## src/rtl/mem_access_unit_pkg.sv

```systemverilog
// Shared types and constants for the load/store access unit: FSM encoding,
// RV32I load/store funct3 codes and the data_mem sign_mask encodings.
package mem_access_unit_pkg;

  localparam int DATA_W = 32;

  typedef enum logic [1:0] {
    ST_IDLE  = 2'd0,
    ST_ISSUE = 2'd1,
    ST_WAIT  = 2'd2,
    ST_RESP  = 2'd3
  } state_t;

  localparam logic [2:0] F3_B  = 3'b000;
  localparam logic [2:0] F3_H  = 3'b001;
  localparam logic [2:0] F3_W  = 3'b010;
  localparam logic [2:0] F3_BU = 3'b100;
  localparam logic [2:0] F3_HU = 3'b101;

  // bit 3 = sign-extend, bits 2:0 = byte lanes touched
  localparam logic [3:0] MASK_LB  = 4'b1001;
  localparam logic [3:0] MASK_LH  = 4'b1011;
  localparam logic [3:0] MASK_LBU = 4'b0001;
  localparam logic [3:0] MASK_LHU = 4'b0011;
  localparam logic [3:0] MASK_SB  = 4'b0001;
  localparam logic [3:0] MASK_SH  = 4'b0011;
  localparam logic [3:0] MASK_W   = 4'b0111;

endpackage

```

## src/rtl/mem_access_unit_if.sv

```systemverilog
// Request/response handshake plus the data_mem port bundle of the access unit.
// master = pipeline + data_mem side, slave = the access unit itself.
interface mem_access_unit_if;
  import mem_access_unit_pkg::*;

  logic              req_valid;
  logic              req_ready;
  logic              req_we;
  logic [2:0]        req_funct3;
  logic [DATA_W-1:0] req_addr;
  logic [DATA_W-1:0] req_wdata;

  logic              resp_valid;
  logic [DATA_W-1:0] resp_rdata;
  logic              resp_err;

  logic [DATA_W-1:0] mem_addr;
  logic [DATA_W-1:0] mem_write_data;
  logic              mem_memwrite;
  logic              mem_memread;
  logic [3:0]        mem_sign_mask;
  logic [DATA_W-1:0] mem_read_data;
  logic              mem_clk_stall;

  modport master (
    output req_valid, req_we, req_funct3, req_addr, req_wdata,
    output mem_read_data, mem_clk_stall,
    input  req_ready, resp_valid, resp_rdata, resp_err,
    input  mem_addr, mem_write_data, mem_memwrite, mem_memread, mem_sign_mask
  );

  modport slave (
    input  req_valid, req_we, req_funct3, req_addr, req_wdata,
    input  mem_read_data, mem_clk_stall,
    output req_ready, resp_valid, resp_rdata, resp_err,
    output mem_addr, mem_write_data, mem_memwrite, mem_memread, mem_sign_mask
  );

endinterface

```

## src/rtl/mem_access_unit_mask_decode.sv

```systemverilog
// Combinational decode of a load/store request into the data_mem sign_mask,
// plus illegal-funct3 and misalignment flags.
module mem_mask_decode
  import mem_access_unit_pkg::*;
(
  input  logic       we,
  input  logic [2:0] funct3,
  input  logic [1:0] addr_lo,
  output logic [3:0] sign_mask,
  output logic       illegal,
  output logic       misaligned
);

  always_comb begin
    sign_mask  = 4'b0000;
    illegal    = 1'b0;
    misaligned = 1'b0;
    if (we) begin
      case (funct3)
        F3_B:    sign_mask = MASK_SB;
        F3_H:    begin sign_mask = MASK_SH; misaligned = addr_lo[0]; end
        F3_W:    begin sign_mask = MASK_W;  misaligned = |addr_lo;   end
        default: illegal = 1'b1;
      endcase
    end else begin
      case (funct3)
        F3_B:    sign_mask = MASK_LB;
        F3_BU:   sign_mask = MASK_LBU;
        F3_H:    begin sign_mask = MASK_LH;  misaligned = addr_lo[0]; end
        F3_HU:   begin sign_mask = MASK_LHU; misaligned = addr_lo[0]; end
        F3_W:    begin sign_mask = MASK_W;   misaligned = |addr_lo;   end
        default: illegal = 1'b1;
      endcase
    end
  end

endmodule

```

## src/rtl/mem_access_unit.sv

```systemverilog
// Single-outstanding load/store unit between the pipeline and data_mem:
// IDLE -> ISSUE (one strobe cycle) -> WAIT (until stall drops or timeout) -> RESP.
module mem_access_unit
  import mem_access_unit_pkg::*;
#(
  parameter int TIMEOUT_CYCLES = 64
) (
  input  logic               clk,
  input  logic               rst_n,
  mem_access_unit_if.slave   bus
);

  localparam int CNT_W = $clog2(TIMEOUT_CYCLES + 1);

  state_t            state, state_nxt;
  logic [CNT_W-1:0]  wait_cnt;
  logic [DATA_W-1:0] addr_q, wdata_q, rdata_q;
  logic [3:0]        mask_q;
  logic              we_q, err_q;

  logic [3:0]        dec_mask;
  logic              dec_illegal, dec_misaligned;
  logic              accept, bad_req, timeout;

  mem_mask_decode u_mask_decode (
    .we         (bus.req_we),
    .funct3     (bus.req_funct3),
    .addr_lo    (bus.req_addr[1:0]),
    .sign_mask  (dec_mask),
    .illegal    (dec_illegal),
    .misaligned (dec_misaligned)
  );

  assign accept  = bus.req_valid && (state == ST_IDLE);
  assign bad_req = dec_illegal || dec_misaligned;
  assign timeout = bus.mem_clk_stall && (wait_cnt == CNT_W'(TIMEOUT_CYCLES - 1));

  always_ff @(posedge clk or negedge rst_n) begin
    if (!rst_n) state <= ST_IDLE;
    else        state <= state_nxt;
  end

  always_comb begin
    state_nxt          = state;
    bus.req_ready      = 1'b0;
    bus.mem_memread    = 1'b0;
    bus.mem_memwrite   = 1'b0;
    bus.resp_valid     = 1'b0;
    bus.resp_err       = 1'b0;
    bus.resp_rdata     = '0;
    bus.mem_addr       = addr_q;
    bus.mem_write_data = wdata_q;
    bus.mem_sign_mask  = mask_q;
    case (state)
      ST_IDLE: begin
        bus.req_ready = 1'b1;
        // rejected requests skip the memory entirely and answer next cycle
        if (accept) state_nxt = bad_req ? ST_RESP : ST_ISSUE;
      end
      ST_ISSUE: begin
        bus.mem_memread  = !we_q;
        bus.mem_memwrite = we_q;
        state_nxt        = ST_WAIT;
      end
      ST_WAIT: begin
        if (!bus.mem_clk_stall || timeout) state_nxt = ST_RESP;
      end
      ST_RESP: begin
        bus.resp_valid = 1'b1;
        bus.resp_err   = err_q;
        bus.resp_rdata = rdata_q;
        state_nxt      = ST_IDLE;
      end
      default: state_nxt = ST_IDLE;
    endcase
  end

  always_ff @(posedge clk or negedge rst_n) begin
    if (!rst_n) begin
      wait_cnt <= '0;
      addr_q   <= '0;
      wdata_q  <= '0;
      rdata_q  <= '0;
      mask_q   <= '0;
      we_q     <= 1'b0;
      err_q    <= 1'b0;
    end else begin
      wait_cnt <= (state == ST_WAIT) ? wait_cnt + 1'b1 : '0;
      if (accept) begin
        addr_q  <= bus.req_addr;
        wdata_q <= bus.req_wdata;
        we_q    <= bus.req_we;
        mask_q  <= bad_req ? 4'b0000 : dec_mask;
        err_q   <= bad_req;
        rdata_q <= '0;
      end else if (state == ST_WAIT) begin
        if (!bus.mem_clk_stall) rdata_q <= we_q ? '0 : bus.mem_read_data;
        else if (timeout)       err_q   <= 1'b1;
      end
    end
  end

endmodule
```

## src/flat_wrapper.sv

```systemverilog
// flat-port wrapper written by rule: the top's interface ports become plain ports
module mem_access_unit_flat import mem_access_unit_pkg::*;
#(
  parameter int TIMEOUT_CYCLES = 64
)
  (clk, rst_n, bus_req_valid, bus_req_we, bus_req_funct3, bus_req_addr, bus_req_wdata, bus_mem_read_data, bus_mem_clk_stall, bus_req_ready, bus_resp_valid, bus_resp_rdata, bus_resp_err, bus_mem_addr, bus_mem_write_data, bus_mem_memwrite, bus_mem_memread, bus_mem_sign_mask);
  mem_access_unit_if bus_i ();
  input  logic clk;
  input  logic rst_n;
  input wire logic [$bits(bus_i.req_valid)-1:0] bus_req_valid;
  input wire logic [$bits(bus_i.req_we)-1:0] bus_req_we;
  input wire logic [$bits(bus_i.req_funct3)-1:0] bus_req_funct3;
  input wire logic [$bits(bus_i.req_addr)-1:0] bus_req_addr;
  input wire logic [$bits(bus_i.req_wdata)-1:0] bus_req_wdata;
  input wire logic [$bits(bus_i.mem_read_data)-1:0] bus_mem_read_data;
  input wire logic [$bits(bus_i.mem_clk_stall)-1:0] bus_mem_clk_stall;
  output wire logic [$bits(bus_i.req_ready)-1:0] bus_req_ready;
  output wire logic [$bits(bus_i.resp_valid)-1:0] bus_resp_valid;
  output wire logic [$bits(bus_i.resp_rdata)-1:0] bus_resp_rdata;
  output wire logic [$bits(bus_i.resp_err)-1:0] bus_resp_err;
  output wire logic [$bits(bus_i.mem_addr)-1:0] bus_mem_addr;
  output wire logic [$bits(bus_i.mem_write_data)-1:0] bus_mem_write_data;
  output wire logic [$bits(bus_i.mem_memwrite)-1:0] bus_mem_memwrite;
  output wire logic [$bits(bus_i.mem_memread)-1:0] bus_mem_memread;
  output wire logic [$bits(bus_i.mem_sign_mask)-1:0] bus_mem_sign_mask;
  assign bus_i.req_valid = bus_req_valid;
  assign bus_i.req_we = bus_req_we;
  assign bus_i.req_funct3 = bus_req_funct3;
  assign bus_i.req_addr = bus_req_addr;
  assign bus_i.req_wdata = bus_req_wdata;
  assign bus_i.mem_read_data = bus_mem_read_data;
  assign bus_i.mem_clk_stall = bus_mem_clk_stall;
  assign bus_req_ready = bus_i.req_ready;
  assign bus_resp_valid = bus_i.resp_valid;
  assign bus_resp_rdata = bus_i.resp_rdata;
  assign bus_resp_err = bus_i.resp_err;
  assign bus_mem_addr = bus_i.mem_addr;
  assign bus_mem_write_data = bus_i.mem_write_data;
  assign bus_mem_memwrite = bus_i.mem_memwrite;
  assign bus_mem_memread = bus_i.mem_memread;
  assign bus_mem_sign_mask = bus_i.mem_sign_mask;
  mem_access_unit #(.TIMEOUT_CYCLES(TIMEOUT_CYCLES)) u_core (.clk(clk), .rst_n(rst_n), .bus(bus_i));
endmodule
```

## config.mk

```make
export PLATFORM = sky130hd
export DESIGN_NAME = mem_access_unit_flat
export DESIGN_NICKNAME = d
export VERILOG_FILES = /design/src/rtl/mem_access_unit_pkg.sv /design/src/rtl/mem_access_unit_if.sv /design/src/rtl/mem_access_unit_mask_decode.sv /design/src/rtl/mem_access_unit.sv /design/src/flat_wrapper.sv
export SDC_FILE = /design/constraint.sdc
export NUM_CORES = 1
export LEC_CHECK = 0
export CORE_ASPECT_RATIO = 1.25
export CORE_MARGIN = 2
export CORE_UTILIZATION = 40
export CTS_BUF_LIST = sky130_fd_sc_hd__clkbuf_16
export DETAILED_ROUTE_END_ITERATION = 8
export DONT_BUFFER_PORTS = 1
export GPL_TIMING_DRIVEN = 1
export SLEW_MARGIN = 20
export SYNTH_ARGS = -nofsm -noshare
export SYNTH_HDL_FRONTEND = slang
export SYNTH_SLANG_ARGS = --single-unit
```

## constraint.sdc

```tcl
create_clock -name clk -period 1.7 [get_ports clk]
set_input_delay 0.17 -clock clk [delete_from_list [all_inputs] [get_ports clk]]
set_output_delay 0.17 -clock clk [all_outputs]
set_load 0.02 [all_outputs]
```

==> flow_summary.toml, run 1 <==
[status]
outcome = "finished, violations left"
violations = "hold timing"

[floorplanning]
fp.dieW_microns = 99.9
dieArea_sq_mm = 0.0124
ios = 209
dieHeight_microns = 124
core.rowCount = 43
core_area_sq_mm = 0.0111
initial_core_util_pct = 41.3

[route]
routed_via_density = 5.22
wl_per_cell_microns = 20.5
antenna_left = 0
wirelength_mm = 11.8
via_count = 3002
first_pass_iters = 4
drc = 0
drt_first_iter_violations = 96

[sta]
setup_ws_ps = 25.7
fin_worst_hold_slack_ps = -488
setup_violations = 0
tightest_slew_ps = 516
finClkSkew_ps = 11.0
post-route-min-period_ps = 1670
drv_slew = 0
rsz0062_at_grt = "yes"
slew_headroom_pct = 65.5
fmax_mhz = 597
finalHoldViolCount = 111
finalCritPeriodShare_pct = 98.5

[clocking]
clock_sinks = 111
tritoncts = "done"
cts-root-buf = "clkbuf_16"
path_clk_slew_ps = 80
h-tree-depth = 3
worstSkewPairLatency_ps = 350
cts_made_buffers = 9
clock_path_buffers = 2

[synth]
syn_nets = 427
syn-instance-count = 317
yosys.cell_count.top_type = "dfrtp_1"
avgSynthCellArea_sq_um = 14.5
synthSimpleGateAreaFrac_pct = 7.88
synth.distinct_cells = 32
ys_seq_elements = 111
yosys.area_share.xor_xnor_pct = 0.761
synth_top_family_by_area = "multiplexers"
ys_warn_count = 0
synth_fa_ha_area_share_pct = 1.63
synth_compound_area_share_pct = 8.84
yosys.area.top_type = "dfrtp_1"
synth-edff-count = 0
syn_area_sq_mm = 0.00460
synthTopCellsByArea = "dfrtp_1 60%, mux2_2 16%, and2_1 5.2%"
synth_top_area_share_pct = 60.4
ys_seq_area_share_pct = 60.4
synthFlopType = "dfrtp_1"
ys_top_cells_by_count = "111 x dfrtp_1, 65 x mux2_2, 38 x and2_1, 21 x a22o_2, 13 x buf_6"
synthMuxAreaShare_pct = 16.6
synthArstFlopShare_pct = 100

[critical_path]
startpoint_type = "flip-flop"
end_kind = "flip-flop"
crit_fanout = 9
cp.required_ps = 1940
rrSetupSlack_ps = 30
worstSetupPathType = "reg2reg"
worstPathArrival_ps = 1910

[grt]
track_usage_pct = 16.6
grt_pass1_vias = 3143
grt_start_max_net_pins = 112
antenna_found_initial = 1
grt-ovfl-total = 0
grt_pass1_wl_mm = 15.9

[final_layout]
syn_to_final_growth_pct = 37.0
layout-drive-gt1-share_pct = 32.3
final_util_pct = 56.6
nets = 544
finalInstanceArea_sq_mm = 0.00630

[place]
port_buffers = 0
place_area_sq_mm = 0.00471
post-dp-hpwl_mm = 6.37
gp_congestion = 0.787
place_ws_ps = -125

[job]
maxCapViolations = 0

[min_path]
hold_class = "in2async"

[pwr]
ir_worst_vdd_mv = 0.859
powerDensity_mw_per_mm2 = 1850
p_leak_nw = 2.76
## critical path: stages (launching register included)
cell and delay (ps):
dfrtp_1 400, inv_2 120, ha_2 210, and2_4 290
clkbuf_16 210, mux2_2 340
## path summary, 6_finish.rpt
kind | start | to | cells past startpoint
min in group clk | bus_req_we | u_core.bus.mem_sign_mask[3]$_DFFE_PN0P_ | 2
worst min register to register | u_core.wait_cnt[0]$_DFF_PN0_ | u_core.wait_cnt[0]$_DFF_PN0_ | 1
worst min-delay path | rst_n | u_core.bus.mem_addr[19]$_DFFE_PN0P_ | 0
worst max-delay path | u_core.state[0]$_DFFE_PN0P_ | u_core.bus.mem_write_data[17]$_DFFE_PN0P_ | 5
max in group asynchronous | rst_n | u_core.bus.mem_addr[15]$_DFFE_PN0P_ | 0
worst max register to register | u_core.state[0]$_DFFE_PN0P_ | u_core.bus.mem_write_data[17]$_DFFE_PN0P_ | 5
## layout by cell type (no fill, tap or decap), types with 7 or more instances in the layout
cell type      Yosys  layout
a22o_2            21      21
buf_4              0      11
a22o_1            11      11
and2_1            38      34
nand2_1            7       7
mux2_2            65      65
dlygate4sd3_1      0      98
clkbuf_16          0      13
dfrtp_1          111     110
## final cells by class
class                      count  area, sq um
clock buffer                   9          225
multi-input combinational    186         1700
sequential                   111         2780
tap                          135          169
clock inverter                 7         92.6
timing repair buffer         122         1320
fill                         907         4830
antenna                        1         2.50
inverter                       4         15.0
## metrics by stage
stage	power [mW]	instances	setup TNS, ps
final	11.6	575	0
after global routing	12.2	575	-851
after CTS	11.2	558	-19.0
after detailed placement	8.64	444	-5150
after global placement	8.49	444	-1480
after floorplan	8.02	317	0
## cell families (layout without fill, tap and decap cells)
logic type	Yosys count	in the layout
buffers and inverters	22	142
DFF	111	111
AOI/OAI and AO/OA	46	47
and+or+nand+nor	60	61
adders and majority gates	6	6
xor gates and xnor gates	4	4
muxes	68	68
other	0	1
## report_power, final
part | internal, mW | switching (mW)
Clock | 1.20 | 1.04
Sequential | 3.89 | 1.90
Combinational | 2.04 | 1.57
Total | 7.13 | 4.51
## sequential cells by signal (all words and copies together), names as in the netlist
register / flops
u_core.bus.mem_addr: 32
u_core.bus.mem_sign_mask: 4
u_core.bus.mem_write_data: 32
u_core.err_q: 1
u_core.rdata_q: 32
u_core.state: 2
u_core.wait_cnt: 7
u_core.we_q: 1
## metal layers
metal	part of all wire (%)	global-route usage, %	vias up
met5	0	0	-
met4	2.4	6.76	0
met3	6.9	5.33	23
met2	54	29.0	131
met1	37	19.0	1498
li1	-	-	1350
## what timing repair did
| action | 4_1_cts | 5_1_grt |
|---|---|---|
| endpoints found under the setup margin | 73 | 85 |
| hold buffers | 97 | 1 |
| buffers inserted | 0 | 7 |
| hold endpoints to repair | 209 | 112 |
| gates cloned | 1 | 8 |
| pin swaps | 0 | 3 |
| resized for setup | 11 | 8 |
(Power assumes the default switching activity.)
==> run 2: changes to the inputs <==
--- a/config.mk
+++ b/config.mk
@@ -12,7 +12,7 @@
 export DETAILED_ROUTE_END_ITERATION = 8
 export DONT_BUFFER_PORTS = 1
 export GPL_TIMING_DRIVEN = 1
-export SLEW_MARGIN = 20
+export SLEW_MARGIN = 40
 export SYNTH_ARGS = -nofsm -noshare
 export SYNTH_HDL_FRONTEND = slang
 export SYNTH_SLANG_ARGS = --single-unit
==> constraint.sdc (replaced) <==
create_clock -name clk -period 1.68 [get_ports clk]
set_input_delay 0.168 -clock clk [delete_from_list [all_inputs] [get_ports clk]]
set_output_delay 0.168 -clock clk [all_outputs]
set_load 0.02 [all_outputs]
==> run 2 against run 1 <==
Setup slack improved by 11 ps. Sequential cell count unchanged. Hold slack improved by 9.1 ps. First-iteration DRC count increased by 16%. Sequential share of layout area decreased by 0.60 points. Routed wire length decreased by 3.2%. Die area unchanged. Final cell count increased by 0.52%. Via count unchanged. Combinational power increased by 7.8%. The run still ends with hold timing left. Clock skew decreased by 4.0 ps. Global-route usage increased by 1.0 points. Highest routed layer unchanged.
==> flow_summary.toml, run 2 (same netlist as run 1, synthesis figures left out) <==
[final_layout]
syn_to_final_growth_pct = 38.9
layout_common_cells = "110 x dfrtp_1, 99 x dlygate4sd3_1, 65 x mux2_2, 37 x and2_1, 16 x buf_4"
multi_input_area_sq_mm = 0.00178
fillCellCount = 878
regArea_sq_mm = 0.00278
nets = 547
fin_cells = 578
final_common_cell = "dfrtp_1"
final_util_pct = 57.4
layout-drive-gt1-share_pct = 31.9

[sta]
setup_ws_ps = 36.9
tightest_slew_ps = 324
rsz0062_at_grt = "yes"
fin_worst_hold_slack_ps = -479
finalHoldViolCount = 111
drv_slew = 0
post-route-min-period_ps = 1640
finalCritPeriodShare_pct = 97.8
slew_headroom_pct = 78.4
finClkSkew_ps = 6.99
fmax_mhz = 609
setup_violations = 0

[min_path]
hold_class = "in2async"

[critical_path]
end_kind = "flip-flop"
cp.required_ps = 1910
worstSetupPathType = "reg2reg"
startpoint_type = "flip-flop"
crit_fanout = 8
worstPathArrival_ps = 1870

[pwr]
powerDensity_mw_per_mm2 = 1870
p_leak_nw = 2.82
ir_worst_vdd_mv = 0.852
post-layout-total-power_mw = 12.0

[grt]
track_usage_pct = 17.6
antenna_found_initial = 1
grt_start_max_net_pins = 112
grt-ovfl-total = 0
grt_pass1_wl_mm = 16.7
grt_pass1_vias = 3255

[route]
drc = 0
first_pass_iters = 4
routed_via_density = 5.19
via_count = 3002
wirelength_mm = 11.4
antenna_left = 0
wl_per_cell_microns = 19.8
drt_first_iter_violations = 111

[floorplanning]
initial_core_util_pct = 41.3
fp.dieW_microns = 99.9
dieArea_sq_mm = 0.0124
dieHeight_microns = 124
core_area_sq_mm = 0.0111
ios = 209
core.rowCount = 43

[clocking]
clock_sinks = 111
clock_path_buffers = 2
postCtsHoldBufs = 99
cts-root-buf = "clkbuf_16"
path_clk_slew_ps = 80
tritoncts = "done"
h-tree-depth = 3
worstSkewPairLatency_ps = 340
cts_made_buffers = 9

[job]
maxCapViolations = 0

[place]
port_buffers = 0
post-dp-hpwl_mm = 6.17
dpl.cell_count = 445
gp_congestion = 0.759
place_ws_ps = -119

[status]
violations = "hold timing"
outcome = "finished, violations left"
==> run 2: cell type report <==
| type | count | area share [%] |
|---|---|---|
| Clock inverter | 7 | 1.33 |
| Inverter | 4 | 0.235 |
| Antenna cell | 1 | 0.0392 |
| Clock buffer | 9 | 3.52 |
| Timing Repair Buffer | 126 | 20.9 |
| Tap cell | 135 | 2.64 |
| Multi-Input combinational cell | 185 | 27.9 |
| Sequential cell | 111 | 43.5 |
==> run 2: routing by layer <==
| layer | track usage [%] | part of all wire, % | wire length (microns) | vias to the layer above |
|---|---|---|---|---|
| li1 | - | - | - | 1358 |
| met3 | 5.50 | 7.0 | 795 | 16 |
| met1 | 19.6 | 37 | 4180 | 1492 |
| met2 | 32.1 | 55 | 6250 | 136 |
| met5 | 0 | 0 | 0 | - |
| met4 | 5.99 | 1.7 | 191 | 0 |
==> run 2: per-stage QoR <==
step           cell area (sq um)  setup TNS [ps]
2_1_floorplan               4600               0
3_3_place_gp                4710            -797
3_5_place_dp                4710           -5800
4_1_cts                     6130               0
5_1_grt                     6390            -552
6_report                    6390               0
==> run 2: worst max-delay path, cell delays in order (launching register included) <==
cell and delay [ps]:
dfrtp_2 430, buf_12 130, ha_4 170, buf_8 120, nor4b_4 130, buf_4 170
clkbuf_16 170, a22o_4 210
==> run 2: final timing paths <==
path,end,slack (ps),depth (start not counted),startpoint
max in group asynchronous,u_core.state[1]$_DFFE_PN0P_,2020,0,rst_n
min in group clk,u_core.bus.mem_sign_mask[3]$_DFFE_PN0P_,20,2,bus_req_funct3[1]
setup reg to reg,u_core.rdata_q[21]$_DFFE_PN0P_,40,7,u_core.state[1]$_DFFE_PN0P_
hold reg to reg,u_core.wait_cnt[0]$_DFF_PN0_,470,1,u_core.wait_cnt[0]$_DFF_PN0_
hold / removal,u_core.bus.mem_addr[16]$_DFFE_PN0P_,-480,0,rst_n
setup / recovery,u_core.rdata_q[21]$_DFFE_PN0P_,40,7,u_core.state[1]$_DFFE_PN0P_
==> run 2: where the power goes <==
part           total [mW]  switching (mW)  internal (mW)
Sequential           5.89            1.94           3.94
Clock                2.20            1.01           1.19
Combinational        3.89            1.62           2.26
Total                12.0            4.58           7.39
==> run 2: timing repair <==
action	4_1_cts	5_1_grt
endpoints found under the hold margin	210	111
gates resized for setup	10	16
cloned	3	1
pin swaps	0	4
setup buffers	2	12
setup endpoints to repair	66	129
==> run 3: changes to the inputs <==
--- a/config.mk
+++ b/config.mk
@@ -12,6 +12,8 @@
 export DETAILED_ROUTE_END_ITERATION = 8
 export DONT_BUFFER_PORTS = 1
 export GPL_TIMING_DRIVEN = 1
+export SETUP_SLACK_MARGIN = 0.2
+export SKIP_LAST_GASP = 1
 export SLEW_MARGIN = 40
 export SYNTH_ARGS = -nofsm -noshare
 export SYNTH_HDL_FRONTEND = slang
==> run 3 against run 2 <==
The flow still finishes with violations (hold timing). Clock power is 5% lower. Largest cell class unchanged. Largest power group unchanged. Clock skew is 2.0 ps higher. Routed wire length is 7.6% higher.
==> flow_summary.toml, run 3 (same netlist as run 1, synthesis figures left out) <==
[route]
antenna_left = 0
first_pass_iters = 4
wl_per_cell_microns = 20.9
drt_first_iter_violations = 132
via_count = 3109
routed_via_density = 5.28
wirelength_mm = 12.3
drc = 0

[sta]
setup_violations = 0
tightest_slew_ps = 346
setup_ws_ps = 2.06
finClkSkew_ps = 9.00
slew_headroom_pct = 76.9
post-route-min-period_ps = 1680
finalCritPeriodShare_pct = 99.9
rsz0062_at_grt = "yes"
fin_worst_hold_slack_ps = -488
finalHoldViolCount = 111
drv_slew = 0
fmax_mhz = 596

[clocking]
tritoncts = "done"
path_clk_slew_ps = 70
cts_made_buffers = 9
worstSkewPairLatency_ps = 350
h-tree-depth = 3
clock_path_buffers = 2
clock_sinks = 111
cts-root-buf = "clkbuf_16"

[critical_path]
cp.required_ps = 1910
end_kind = "flip-flop"
worstPathArrival_ps = 1900
crit_fanout = 8
rrSetupSlack_ps = 2
startpoint_type = "flip-flop"
worstSetupPathType = "reg2reg"

[final_layout]
n_antenna_cell = 0
nets = 559
multi_input_area_sq_mm = 0.00198
layout-drive-gt1-share_pct = 42.1
syn_to_final_growth_pct = 47.8
regArea_sq_mm = 0.00278
fillCellCount = 833
fin_cells = 589
final_common_cell = "dfrtp_1"
layout_common_cells = "111 x dfrtp_1, 99 x dlygate4sd3_1, 35 x and2_4, 34 x mux2_4, 31 x mux2_2"

[grt]
grt_pass1_vias = 3269
grt_start_max_net_pins = 112
grt_pass1_wl_mm = 17.0
grt-ovfl-total = 0
track_usage_pct = 17.8
antenna_found_initial = 0

[floorplanning]
initial_core_util_pct = 41.3
core_area_sq_mm = 0.0111
ios = 209
core.rowCount = 43
fp.dieW_microns = 99.9
dieHeight_microns = 124
dieArea_sq_mm = 0.0124

[status]
outcome = "finished, violations left"
violations = "hold timing"

[place]
dpl.cell_count = 446
gp_congestion = 0.709
port_buffers = 0
post-dp-hpwl_mm = 6.36
place_ws_ps = -154

[pwr]
p_leak_nw = 3.06
powerDensity_mw_per_mm2 = 1870
ir_worst_vdd_mv = 0.870

[job]
maxCapViolations = 0

[min_path]
hold_class = "in2async"
## run 3: cell count changes in the layout (fill, tap and decap cells not counted), moves of 3 or more
| cell | previous run | this run |
|---|---|---|
| buf_4 | 16 | 13 |
| clkbuf_16 | 10 | 15 |
| a22o_2 | 10 | 17 |
| mux2_4 | 0 | 34 |
| and2_4 | 1 | 35 |
| mux2_2 | 65 | 31 |
| a22o_4 | 11 | 4 |
| buf_12 | 5 | 8 |
| buf_6 | 2 | 8 |
| and2_1 | 37 | 4 |
## run 3: what timing repair did
item,4_1_cts,5_1_grt
endpoints found under the setup margin,134,138
hold buffers,98,1
pin swaps,1,3
buffers inserted,7,11
gates resized for setup,90,52
endpoints found under the hold margin,210,112
gates cloned,3,7
## run 3: cell type report
cell class / count / area share (%)
Tap cell: 135 / 2.48
Inverter: 4 / 0.221
Clock inverter: 7 / 0.938
Timing Repair Buffer: 138 / 23.1
Sequential cell: 111 / 40.8
Multi-Input combinational cell: 185 / 29.1
Clock buffer: 9 / 3.31
## run 3: metal layers
layer | vias to the layer above | GRT usage, % | share of wire [%]
met3 | 14 | 4.32 | 5.8
met5 | - | 0 | 0
met2 | 123 | 32.0 | 55
met4 | 0 | 6.93 | 1.4
li1 | 1380 | - | -
met1 | 1592 | 20.6 | 38
## run 3: power by group
part	total [mW]	switching (mW)	internal (mW)
Sequential	5.91	1.97	3.94
Combinational	4.75	1.82	2.92
Clock	2.09	1.05	1.04
Total	12.7	4.84	7.91
## run 3: final timing paths
check	startpoint	endpoint	cells after the start
setup / recovery	u_core.state[0]$_DFFE_PN0P_	u_core.bus.mem_write_data[4]$_DFFE_PN0P_	6
hold / removal	rst_n	u_core.bus.mem_addr[0]$_DFFE_PN0P_	0
setup reg to reg	u_core.state[0]$_DFFE_PN0P_	u_core.bus.mem_write_data[4]$_DFFE_PN0P_	6
hold reg to reg	u_core.wait_cnt[0]$_DFF_PN0_	u_core.wait_cnt[0]$_DFF_PN0_	1
max in group asynchronous	rst_n	u_core.wait_cnt[0]$_DFF_PN0_	0
min in group clk	bus_req_funct3[1]	u_core.bus.mem_sign_mask[1]$_DFFE_PN0P_	2
## run 3: worst max-delay path, stage by stage, from the launching register on
cell and delay (ps):
dfrtp_1 410, inv_2 110, ha_4 140, and2_4 260, buf_12 140, buf_16 130
mux2_2 350
## run 3: stage by stage
step	power [mW]	hold WS (ps)	setup TNS (ps)	instance area, sq um	utilization [%]
6_report	12.7	-488	0	6800	61.1
5_1_grt	13.4	-505	-749	6800	61.1
4_1_cts	11.8	-503	0	6300	56.6
3_5_place_dp	8.80	-125	-4340	4730	42.5
3_3_place_gp	8.67	-125	-2280	4730	42.5
2_1_floorplan	8.17	-128	0	4620	-
